`src/rtl/key_matrix_scanner.sv`:
```
// rtl/key_matrix_scanner.sv - column-strobed key matrix scanner with one shared debounce engine and a single event slot
// Optional feature macro: KEYSCAN_RELEASE_EVT_EN (release events; press-only when undefined)
module key_matrix_scanner #(
  parameter int ROWS           = 4,
  parameter int COLS           = 4,
  parameter int SETTLE_CYCLES  = 16,
  parameter int DEBOUNCE_SCANS = 4,
  localparam int NKEYS  = ROWS * COLS,
  localparam int CODE_W = (NKEYS > 1) ? $clog2(NKEYS) : 1
) (
  input  logic              clk,
  input  logic              rst,
  output logic [COLS-1:0]   col_n,
  input  logic [ROWS-1:0]   row_n,
  output logic              evt_valid,
  input  logic              evt_ready,
  output logic [CODE_W-1:0] evt_code,
  output logic              evt_press
);

  localparam int CNT_W = $clog2(DEBOUNCE_SCANS + 1);
  localparam int COL_W = (COLS > 1) ? $clog2(COLS) : 1;
  localparam int ROW_W = (ROWS > 1) ? $clog2(ROWS) : 1;
  localparam int SET_W = (SETTLE_CYCLES > 1) ? $clog2(SETTLE_CYCLES) : 1;

  typedef enum logic [1:0] {S_DRIVE, S_SETTLE, S_SAMPLE, S_NEXT} state_t;

  state_t            r_state;
  state_t            w_state_nxt;
  logic [ROWS-1:0]   r_sync1;
  logic [ROWS-1:0]   r_sync2;
  logic [COLS-1:0]   r_col_n;
  logic [COL_W-1:0]  r_col;
  logic [ROW_W-1:0]  r_row;
  logic [SET_W-1:0]  r_settle;
  logic [NKEYS-1:0]  r_stable;
  logic [CNT_W-1:0]  r_count [NKEYS];
  logic              r_evt_valid;
  logic [CODE_W-1:0] r_evt_code;
  logic              r_evt_press;

  logic [CODE_W-1:0] w_key;
  logic              w_sample;
  logic              w_differ;
  logic              w_flip;
  logic              w_gen;
  logic              w_stall;
  logic              w_eval;

  assign col_n     = r_col_n;
  assign evt_valid = r_evt_valid;
  assign evt_code  = r_evt_code;
  assign evt_press = r_evt_press;

  // Row pins idle high (released) so the synchroniser resets to ones.
  always_ff @(posedge clk or posedge rst) begin
    if (rst) begin
      r_sync1 <= '1;
      r_sync2 <= '1;
    end else begin
      r_sync1 <= row_n;
      r_sync2 <= r_sync1;
    end
  end

  assign w_key    = CODE_W'(int'(r_col) * ROWS + int'(r_row));
  assign w_sample = ~r_sync2[r_row];
  assign w_differ = (w_sample != r_stable[w_key]);
  assign w_flip   = w_differ && (r_count[w_key] == CNT_W'(DEBOUNCE_SCANS - 1));
`ifdef KEYSCAN_RELEASE_EVT_EN
  assign w_gen    = w_flip;
`else
  assign w_gen    = w_flip && w_sample;
`endif
  // A key that needs the slot while it is still occupied freezes the whole scan.
  assign w_stall  = (r_state == S_SAMPLE) && w_gen && r_evt_valid && !evt_ready;
  assign w_eval   = (r_state == S_SAMPLE) && !w_stall;

  always_ff @(posedge clk or posedge rst) begin
    if (rst) r_state <= S_DRIVE;
    else     r_state <= w_state_nxt;
  end

  always_comb begin
    w_state_nxt = r_state;
    case (r_state)
      S_DRIVE:  w_state_nxt = S_SETTLE;
      S_SETTLE: if (r_settle == SET_W'(SETTLE_CYCLES - 1)) w_state_nxt = S_SAMPLE;
      S_SAMPLE: if (!w_stall && (r_row == ROW_W'(ROWS - 1))) w_state_nxt = S_NEXT;
      default:  w_state_nxt = S_DRIVE;
    endcase
  end

  always_ff @(posedge clk or posedge rst) begin
    if (rst) begin
      r_col_n  <= '1;
      r_col    <= '0;
      r_row    <= '0;
      r_settle <= '0;
    end else begin
      case (r_state)
        S_DRIVE: begin
          r_col_n  <= ~(COLS'(1) << r_col);
          r_settle <= '0;
        end
        S_SETTLE: r_settle <= r_settle + 1'b1;
        S_SAMPLE: begin
          if (!w_stall) r_row <= (r_row == ROW_W'(ROWS - 1)) ? '0 : r_row + 1'b1;
        end
        default: begin
          r_col_n <= '1;
          r_col   <= (r_col == COL_W'(COLS - 1)) ? '0 : r_col + 1'b1;
        end
      endcase
    end
  end

  always_ff @(posedge clk or posedge rst) begin
    if (rst) begin
      r_stable <= '0;
      for (int k = 0; k < NKEYS; k++) r_count[k] <= '0;
    end else if (w_eval) begin
      if (!w_differ) begin
        r_count[w_key] <= '0;
      end else if (!w_flip) begin
        r_count[w_key] <= r_count[w_key] + 1'b1;
      end else begin
        r_stable[w_key] <= w_sample;
        r_count[w_key]  <= '0;
      end
    end
  end

  // Loading has priority so a resumed key lands in the slot on the accepting edge.
  always_ff @(posedge clk or posedge rst) begin
    if (rst) begin
      r_evt_valid <= 1'b0;
      r_evt_code  <= '0;
      r_evt_press <= 1'b0;
    end else if (w_eval && w_gen) begin
      r_evt_valid <= 1'b1;
      r_evt_code  <= w_key;
      r_evt_press <= w_sample;
    end else if (r_evt_valid && evt_ready) begin
      r_evt_valid <= 1'b0;
    end
  end

endmodule

```
`config.mk`:
```
export PLATFORM = sky130hd
export DESIGN_NAME = key_matrix_scanner
export DESIGN_NICKNAME = d
export VERILOG_FILES = /design/src/rtl/key_matrix_scanner.sv
export SDC_FILE = /design/constraint.sdc
export NUM_CORES = 1
export LEC_CHECK = 0
export ABC_AREA = 1
export CAP_MARGIN = 10
export CORE_AREA = 2 2 100 102
export DETAILED_ROUTE_END_ITERATION = 10
export DIE_AREA = 0 0 102 104
export PLACE_DENSITY_LB_ADDON = 0.12
export SETUP_SLACK_MARGIN = 0.1
export SYNTH_ARGS = -nofsm -noshare
export SYNTH_HDL_FRONTEND = slang
export SYNTH_SLANG_ARGS = --single-unit
```
`constraint.sdc`:
```
create_clock -name clk -period 3.7 [get_ports clk]
set_clock_uncertainty 0.1 [all_clocks]
set_input_delay 1.11 -clock clk [delete_from_list [all_inputs] [get_ports clk]]
set_output_delay 1.11 -clock clk [all_outputs]
set_load 0.05 [all_outputs]
```
==> flow_metrics.tcl, run 1 <==
set metrics [dict create \
    crit_top_cell "nand3_1" \
    num_rows 36 \
    synth_fp_nets 708 \
    insertion_delay_ns 0.39 \
    p_total_mw 1.80 \
    final_area_sq_um 5600 \
    status "finished clean" \
    crit_path_max_incr_delay_ns 0.43 \
    routed_wl_um 11500 \
    grtUsageTotal 0.239 \
    grt_setup_unrepaired "no" \
    yosysTopAreaCell "dfrtp_1" \
    die_width_um 102 \
    reg2reg_to "r_count[3]" \
    setup_viol_count_final 0 \
    fmax_mhz 333 \
    dp_cells 814 \
    postCtsSetupBuffers 0 \
    final_core_util 0.586 \
    start_util 0.541 \
    fin_nets 714 \
    drc 0 \
    dpl_worst_slack_ns 0.725 \
    core-area_sq_um 9550 \
    critPathLaunchType "register" \
    power_leakage_nw 3.22 \
    avgSynthCellArea_sq_um 7.53 \
    critPathBufInv 3 \
    crit_slowest_cell "dfrtp_1" \
    io_pins 17 \
    crit_path_start "r_row[0]" \
    worstMarginPinSlew_ns 0.527 \
    wl_per_cell_um 13.9 \
    cp.arrival_ns 3.18 \
    pwr_density_cell_nw_per_um2 322 \
    port_buffers 16 \
    die_h_um 104 \
    yosysUniqueCellTypes 30 \
    crit_chain "inv_4 > a21oi_1 > o21ai_0 > nand3_1 > nand3_1 > nand2_1 > ha_1 > ha_1 > nand2_1 > inv_1 > nand3_2 > buf_12 > nand3_1 > nor2_1 > nor2_1" \
    worstReg2RegStart "r_row[0]" \
    dpl_cell_area_sq_um 5390 \
    cts_sinks 92 \
    grt-ovfl-total 0 \
    n_antenna_cell 0 \
    timing.hold.ws_ns 0.258 \
    crit_fanout 48 \
    yosysWarningCount 0 \
    ys_seq_area_frac 0.449 \
    synth_edf_count 0 \
    setup_ws_ns 0.693 \
    cts.clk_slew.worst_paths_ns 0.09 \
    synth.most_common_cell "nand2_1" \
    hpwl_um 7830 \
    grt_pass1_vias 3954 \
    synth_common_cells "140 x nand2_1, 138 x inv_1, 105 x nor2_1" \
    ctsResizeCount 0 \
    synth_area_leaders "dfrtp_1 39%, nand2_1 10%, inv_1 10%" \
    relSlewSlack 0.649 \
    crit_type "register to register" \
    rr_worst_depth 15 \
    finalSetupTns_ns 0 \
    dr.pass1.iters 4 \
    peakVddDrop_mv 0.250 \
    vias 4124 \
    numCtsBuffers 9 \
    root_buffer "clkbuf_8" \
    cts_buffer_depth 2 \
    maxCapViolations 0 \
    synthCells 686 \
    first_iter_violations 219 \
    grt_max_degree 66 \
    gp_congestion 0.928 \
    finalCritPeriodShare 0.813 \
    reg2reg_slack_ns 0.69 \
    worst_setup_path_end_kind "register" \
    cts_tree "yes" \
    period_minus_slack_ns 3.01 \
    hold_path_depth 0 \
    die_area_sq_um 10600 \
    required_ns 3.87 \
    htree_levels 3 \
    hold_viol 0 \
    worst-path-stages 15 \
    grt_pass1_wl_um 19600 \
    drive_gt1_frac 0.0846 \
    via_per_inst 4.97 \
    postCtsHoldBufs 0 \
    worstHoldPathType "register to register" \
    ant_nets 0 \
    cpLargestDelayFamily "simple AND/OR/NAND/NOR gates" \
    synthesis.area_sq_um 5160 \
    critPathCapture "r_count[3]" \
    postSynthRegisterBits 92 \
    synthToLayoutAreaGrowth_pct 8.41 \
    yosys.area.top_type_share 0.388 \
    ys.flop_type "dfrtp_1" \
    maxSlewViolCount 0 \
    async_reset_ff_frac 1.00 \
    stdcell_count 830 \
    antenna_found_initial 0 \
]
[report_power, final]
group,switching [mW],internal (mW)
sequential,0.00162,1.01
combinational,0.0290,0.0107
clock,0.349,0.401
[placed cells by master, fill, tap and decap left out, drive strengths merged, types with 2 or more instances in the layout]
cell type / synthesis / final
buf: 20 / 7
clkdlybuf4s50: 0 / 16
nor2: 110 / 110
clkbuf: 8 / 14
ha: 15 / 15
inv: 141 / 140
dfrtp: 80 / 80
a21oi: 28 / 28
nand3: 66 / 66
nand4: 17 / 17
nand2: 142 / 142
dfstp: 12 / 12
a31oi: 4 / 4
o21ai: 36 / 36
clkinv: 1 / 2
bufinv: 0 / 2
[registers in the layout, indices dropped and copies added, names as in the netlist, 4 cells and up]
signal and flops:
r_count 48, r_sync1 4, r_settle 4, r_stable 16
evt_code 4, col_n 4, r_sync2 4
[final cells by class]
cell class,count,area (sq um)
timing repair buffer,23,238
multi-input combinational,424,2130
tap,133,166
clock buffer,14,153
clock inverter,2,60.1
fill,898,3950
inverter,142,537
sequential,92,2320
[cells by family after synthesis]
group | count (synthesis) | synth area share
adders and majority gates | 15 | 0.0363
AOI/OAI and AO/OA | 71 | 0.0753
xor gates and xnor gates | 1 | 0.00170
DFF | 92 | 0.449
buffers and inverters | 170 | 0.139
and+or+nand+nor | 337 | 0.299
[routing by layer]
| layer | GRT usage | wire length (um) | vias to the layer above | part of all wire |
|---|---|---|---|---|
| met1 | 0.323 | 5450 | 1941 | 0.47 |
| met4 | 0.0724 | 191 | 0 | 0.017 |
| met3 | 0.0726 | 506 | 14 | 0.044 |
| li1 | - | - | 2100 | - |
| met5 | 0 | 0 | - | 0 |
| met2 | 0.370 | 5390 | 69 | 0.47 |
[how the worst min path moves through the flow]
stage / startpoint / slack (ns) / endpoint
global placement: r_sync1[2] / 0.25 / r_sync2[2]
floorplan: r_sync1[0] / 0.25 / r_sync2[0]
finish: r_sync1[2] / 0.26 / r_sync2[2]
CTS: r_sync1[2] / 0.26 / r_sync2[2]
global route: r_sync1[2] / 0.26 / r_sync2[2]
detailed placement: r_sync1[0] / 0.25 / r_sync2[0]
Power figures use the tool's default switching activity.
==> run 2: changes to the inputs <==
clock period = 2.6 ns   (was 3.7 ns; I/O delays follow)
==> run 2 against run 1 <==
Compared with the run above:
- global-route usage hardly changed
- clock power rose by 35%
- clock-buffer cell count up 1
- hold slack gained 0.0010 ns
- register-to-register slack lost 0.61 ns
- critical path type unchanged
- die area stayed put
- core utilization grew 2.2 points
- combinational power grew 53%
- highest routed layer unchanged
- cell area rose by 3.7%
==> flow_metrics.tcl, run 2 (synthesis results as in run 1) <==
set metrics [dict create \
    hpwl_um 8170 \
    dpl_worst_slack_ns 0.0389 \
    insertion_delay_ns 0.38 \
    hold_path_depth 0 \
    peakVddDrop_mv 0.336 \
    postCtsHoldBufs 0 \
    largest_reg_flops 48 \
    cts_buffer_depth 2 \
    period_minus_slack_ns 2.51 \
    grt_max_degree 64 \
    num_rows 36 \
    antenna_found_initial 0 \
    final_cell_mix "138 x nand2_1, 136 x inv_1, 105 x nor2_1" \
    port_buffers 16 \
    reg2reg_slack_ns 0.09 \
    multi_input_area_sq_um 2200 \
    crit_type "register to register" \
    ant_nets 0 \
    cts_sinks 92 \
    finalSetupTns_ns 0 \
    cp.arrival_ns 2.68 \
    first_iter_violations 240 \
    critPathLaunchType "register" \
    timing.hold.ws_ns 0.259 \
    synthToLayoutAreaGrowth_pct 12.4 \
    grtUsageTotal 0.239 \
    rr_worst_depth 14 \
    wl_per_cell_um 14.0 \
    hold_end "r_sync2[2]" \
    grt-ovfl-total 0 \
    vias 4208 \
    grt_pass1_wl_um 19600 \
    fin_nets 728 \
    drive_gt1_frac 0.121 \
    io_pins 17 \
    maxCapViolations 0 \
    maxSlewViolCount 0 \
    worstReg2RegStart "r_row[0]" \
    hold_viol 0 \
    die_width_um 102 \
    nFillCells 842 \
    status "finished clean" \
    min_from "r_sync1[2]" \
    gp_congestion 0.885 \
    final_common_cell "nand2_1" \
    postCtsSetupBuffers 0 \
    numCtsBuffers 9 \
    crit_fanout 25 \
    dr.pass1.iters 5 \
    finalCritPeriodShare 0.967 \
    start_util 0.541 \
    required_ns 2.77 \
    core-area_sq_um 9550 \
    cts.clk_slew.worst_paths_ns 0.09 \
    die_area_sq_um 10600 \
    root_buffer "clkbuf_8" \
    drc 0 \
    routed_wl_um 11800 \
    relSlewSlack 0.668 \
    reg_top3 "r_count (48), r_stable (16)" \
    worst_setup_path_end_kind "register" \
    worstMarginPinSlew_ns 0.496 \
    top_register "r_count" \
    htree_levels 3 \
    final-seq-area_sq_um 2320 \
    cts_tree "yes" \
    n_antenna_cell 0 \
    setup_viol_count_final 0 \
    power_leakage_nw 3.29 \
    grt_pass1_vias 3980 \
    reg2reg_to "r_count[33]" \
    setup_ws_ns 0.0853 \
    grt_setup_unrepaired "yes" \
    pwr_density_cell_nw_per_um2 434 \
    die_h_um 104 \
    p_total_mw 2.52 \
    final_core_util 0.608 \
    worstHoldPathType "register to register" \
    fmax_mhz 398 \
    via_per_inst 4.99 \
]
-- run 2: changes by cell type in the layout (fill, tap and decap cells not counted), sizes merged --
cell | previous run | this run
buf | 7 | 20
clkdlybuf4s50 | 16 | 12
dlygate4sd2 | 0 | 4
bufinv | 2 | 1
clkbuf | 14 | 15
clkinv | 2 | 1
clkinvlp | 0 | 1
nor2 | 110 | 111
-- run 2: critical path, cell delays in order (launching register included) --
cell and delay [ns]:
dfrtp_2 0.47, buf_12 0.18, o21ai_1 0.22, nand3_1 0.11
nand3_1 0.09, nand2_1 0.07, ha_1 0.19, ha_2 0.19
nand2_2 0.08, inv_2 0.05, nand3_4 0.10, buf_12 0.17
nand3_2 0.17, nor2_1 0.14, nor2_1 0.06
-- run 2: final cells by class --
type / instances / share of cell area
Tap cell: 133 / 0.0287
Timing Repair Buffer: 36 / 0.0625
Clock buffer: 15 / 0.0304
Clock inverter: 1 / 0.00517
Sequential cell: 92 / 0.399
Inverter: 142 / 0.0942
Multi-Input combinational cell: 425 / 0.380
-- run 2: timing repair --
item / 4_1_cts / 5_1_grt
pin swaps: 0 / 2
gates resized for setup: 9 / 19
gates cloned: 0 / 1
setup endpoints to repair: 65 / 73
-- run 2: worst max-delay path by stage --
stage | to | depth (start not counted) | slack, ns | startpoint
3_3_place_gp | r_count[35] | 14 | 0.1 | r_row[0]
6_report | r_count[33] | 14 | 0.09 | r_row[0]
2_1_floorplan | r_count[0] | 17 | 0.10 | r_row[0]
3_5_place_dp | r_count[33] | 14 | 0.04 | r_row[0]
5_1_grt | r_count[20] | 16 | -0.07 | r_row[0]
4_1_cts | r_count[21] | 16 | 0.10 | r_row[0]
-- run 2: per-stage QoR --
stage,std cells,instance area [sq um]
global placement,827,5510
floorplan,686,5240
finish,844,5810
CTS,843,5720
detailed placement,827,5510
global route,844,5810
-- run 2: power by group --
part / internal [mW] / switching (mW)
Clock: 0.525 / 0.489
Combinational: 0.0174 / 0.0433
Sequential: 1.44 / 0.00234
-- run 2: layer usage --
metal / vias to the layer above / track usage / wire length (um) / share of wire
met2: 78 / 0.368 / 5620 / 0.48
met3: 21 / 0.0598 / 405 / 0.034
met1: 1969 / 0.327 / 5510 / 0.47
met5: - / 0 / 0 / 0
met4: 0 / 0.0829 / 236 / 0.020
li1: 2140 / - / - / -
==> run 3: changes to the inputs <==
ABC_AREA = 0   (was 1)
CORE_AREA = 2 2 96 98   (was 2 2 100 102)
DIE_AREA = 0 0 98 100   (was 0 0 102 104)
==> run 3 against run 2 <==
Compared with the run above:
- the run now ends with setup timing left
- hold slack worse by 0.0037 ns
- sequential power hardly changed
- final cell count down 30%
- first-iteration DRC count shrank 31%
- sequential share of layout area down 3.3 points
- fmax is 23% lower
- routed wire length is 8.4% higher
- synthesized area is 9.9% lower
- register-to-register slack worse by 0.76 ns
- combinational power rose by 10%
==> flow_metrics.tcl, run 3 <==
set metrics [dict create \
    busiest_layer "met2" \
    core-area_sq_um 8890 \
    ys_seq_area_frac 0.498 \
    worstHoldPathType "register to register" \
    critPathBufInv 2 \
    dp_cells 558 \
    cts_sinks 92 \
    hold_viol 0 \
    synth_fp_nets 403 \
    die_width_um 98 \
    top_register "r_count" \
    final_common_cell "dfrtp_1" \
    grt_pass1_wl_um 20900 \
    multi_input_area_sq_um 2540 \
    antenna_found_initial 0 \
    crit_top_cell "mux4_2" \
    synthesis.area_sq_um 4660 \
    hpwl_um 8650 \
    ys.flop_type "dfrtp_1" \
    met2_usage 0.452 \
    reg_top3 "r_count (48), r_stable (16)" \
    port_buffers 16 \
    crit_path_max_incr_delay_ns 0.58 \
    htree_levels 3 \
    dpl_cell_area_sq_um 5640 \
    fin_nets 494 \
    yosys.area.top_type_share 0.430 \
    synth_area_leaders "dfrtp_1 43%, mux4_2 7.7%, mux2_2 7.0%" \
    violations "setup timing" \
    maxSlewViolCount 0 \
    start_util 0.524 \
    drc 0 \
    final-seq-area_sq_um 2320 \
    peakVddDrop_mv 0.290 \
    worstMarginPinSlew_ns 0.600 \
    ant_nets 0 \
    final_cell_mix "78 x dfrtp_1, 68 x buf_4, 31 x nand2_1" \
    num_rows 35 \
    use_met3 0.0578 \
    root_buffer "clkbuf_8" \
    async_reset_ff_frac 1.00 \
    critPathLaunchType "register" \
    finalCritPeriodShare 1.26 \
    fmax_mhz 306 \
    worst_setup_path_end_kind "register" \
    io_pins 17 \
    synth.most_common_cell "dfrtp_1" \
    yosysWarningCount 0 \
    grt_use_met1 0.377 \
    grt_setup_unrepaired "yes" \
    maxCapViolations 0 \
    synth_common_cells "80 x dfrtp_1, 32 x nand2_1, 29 x mux2_2" \
    crit_fanout 11 \
    wl_per_cell_um 21.7 \
    crit_chain "buf_12 > mux4_2 > mux4_2 > inv_2 > ha_4 > nand3b_1 > or4_4 > nand3_1 > mux2_2" \
    crit_type "register to register" \
    die_h_um 100 \
    power_leakage_nw 2.84 \
    required_ns 2.75 \
    numCtsBuffers 9 \
    avgSynthCellArea_sq_um 12.2 \
    relSlewSlack 0.600 \
    n_antenna_cell 0 \
    crit_slowest_cell "or4_4" \
    setup_ws_ns -0.673 \
    postCtsHoldBufs 0 \
    synthCells 381 \
    grt-ovfl-total 0 \
    stdcell_count 588 \
    postSynthRegisterBits 92 \
    yosysUniqueCellTypes 42 \
    nFillCells 613 \
    drive_gt1_frac 0.499 \
    yosysTopAreaCell "dfrtp_1" \
    cp.arrival_ns 3.42 \
    setup_viol_count_final 73 \
    cts.clk_slew.worst_paths_ns 0.10 \
    die_area_sq_um 9800 \
    via_per_inst 6.04 \
    synthToLayoutAreaGrowth_pct 36.1 \
    first_iter_violations 166 \
    grt_pass1_vias 3704 \
    status "finished with violations" \
    cpLargestDelayFamily "multiplexers" \
    pwr_density_cell_nw_per_um2 434 \
    grtUsageTotal 0.280 \
    period_minus_slack_ns 3.27 \
    largest_reg_flops 48 \
    dr.pass1.iters 5 \
    gp_congestion 0.897 \
    cts_tree "yes" \
    synth_edf_count 0 \
    insertion_delay_ns 0.37 \
    grt_max_degree 93 \
    final_area_sq_um 6340 \
    vias 3554 \
    routed_wl_um 12800 \
    cts_buffer_depth 2 \
]
run 3: routing by layer:
metal	wire length (um)	vias to the layer above
li1	-	1594
met1	5440	1819
met3	693	30
met4	372	0
met5	0	-
met2	6260	111
run 3: repair_timing:
| item | CTS | global route |
|---|---|---|
| endpoints found under the setup margin | 77 | 76 |
| cloned | 4 | 0 |
| resized for setup | 44 | 33 |
| buffers inserted | 12 | 1 |
| pin swaps | 10 | 5 |
run 3: final cells by class:
type,count,share of cell area
tap,111,0.0219
clock buffer,10,0.0217
multi-input combinational,252,0.402
clock inverter,6,0.0184
sequential,92,0.366
timing repair buffer,108,0.164
inverter,9,0.00592
run 3: stage by stage:
step,power [mW],util,TNS (ns),hold slack (ns),setup WS (ns)
floorplan,1.52,-,-33.49,0.245,-0.631
global placement,1.55,0.634,-31.91,0.247,-0.552
detailed placement,1.55,0.634,-36.66,0.247,-0.626
CTS,2.75,0.700,-40.06,0.262,-0.664
global route,2.82,0.713,-47.31,0.264,-0.763
finish,2.75,0.713,-40.73,0.256,-0.673
run 3: path summary, 6_finish.rpt:
check | startpoint | endpoint | slack [ns] | cells after the start
setup / recovery | r_row[1] | r_count[40] | -0.67 | 9
hold / removal | r_sync1[2] | r_sync2[2] | 0.26 | 0
max in group asynchronous | rst | r_row[0] | 1.22 | 3
setup reg to reg | r_row[1] | r_count[40] | -0.67 | 9
hold reg to reg | r_sync1[2] | r_sync2[2] | 0.26 | 0
min in group asynchronous | rst | r_row[1] | 0.79 | 3
run 3: cell families (layout without fill, tap and decap cells):
| logic type | after synthesis | after routing | synth area share |
|---|---|---|---|
| compound gates | 99 | 99 | 0.163 |
| fa+ha+maj | 15 | 15 | 0.0403 |
| buf+inv | 37 | 133 | 0.0376 |
| mux | 52 | 52 | 0.166 |
| simple gates | 85 | 85 | 0.0938 |
| flops | 92 | 92 | 0.498 |
| xor+xnor | 1 | 1 | 0.00188 |
run 3: where the power goes:
part / internal, mW / switching [mW]
combinational: 0.0255 / 0.0416
clock: 0.674 / 0.554
sequential: 1.45 / 0.00673
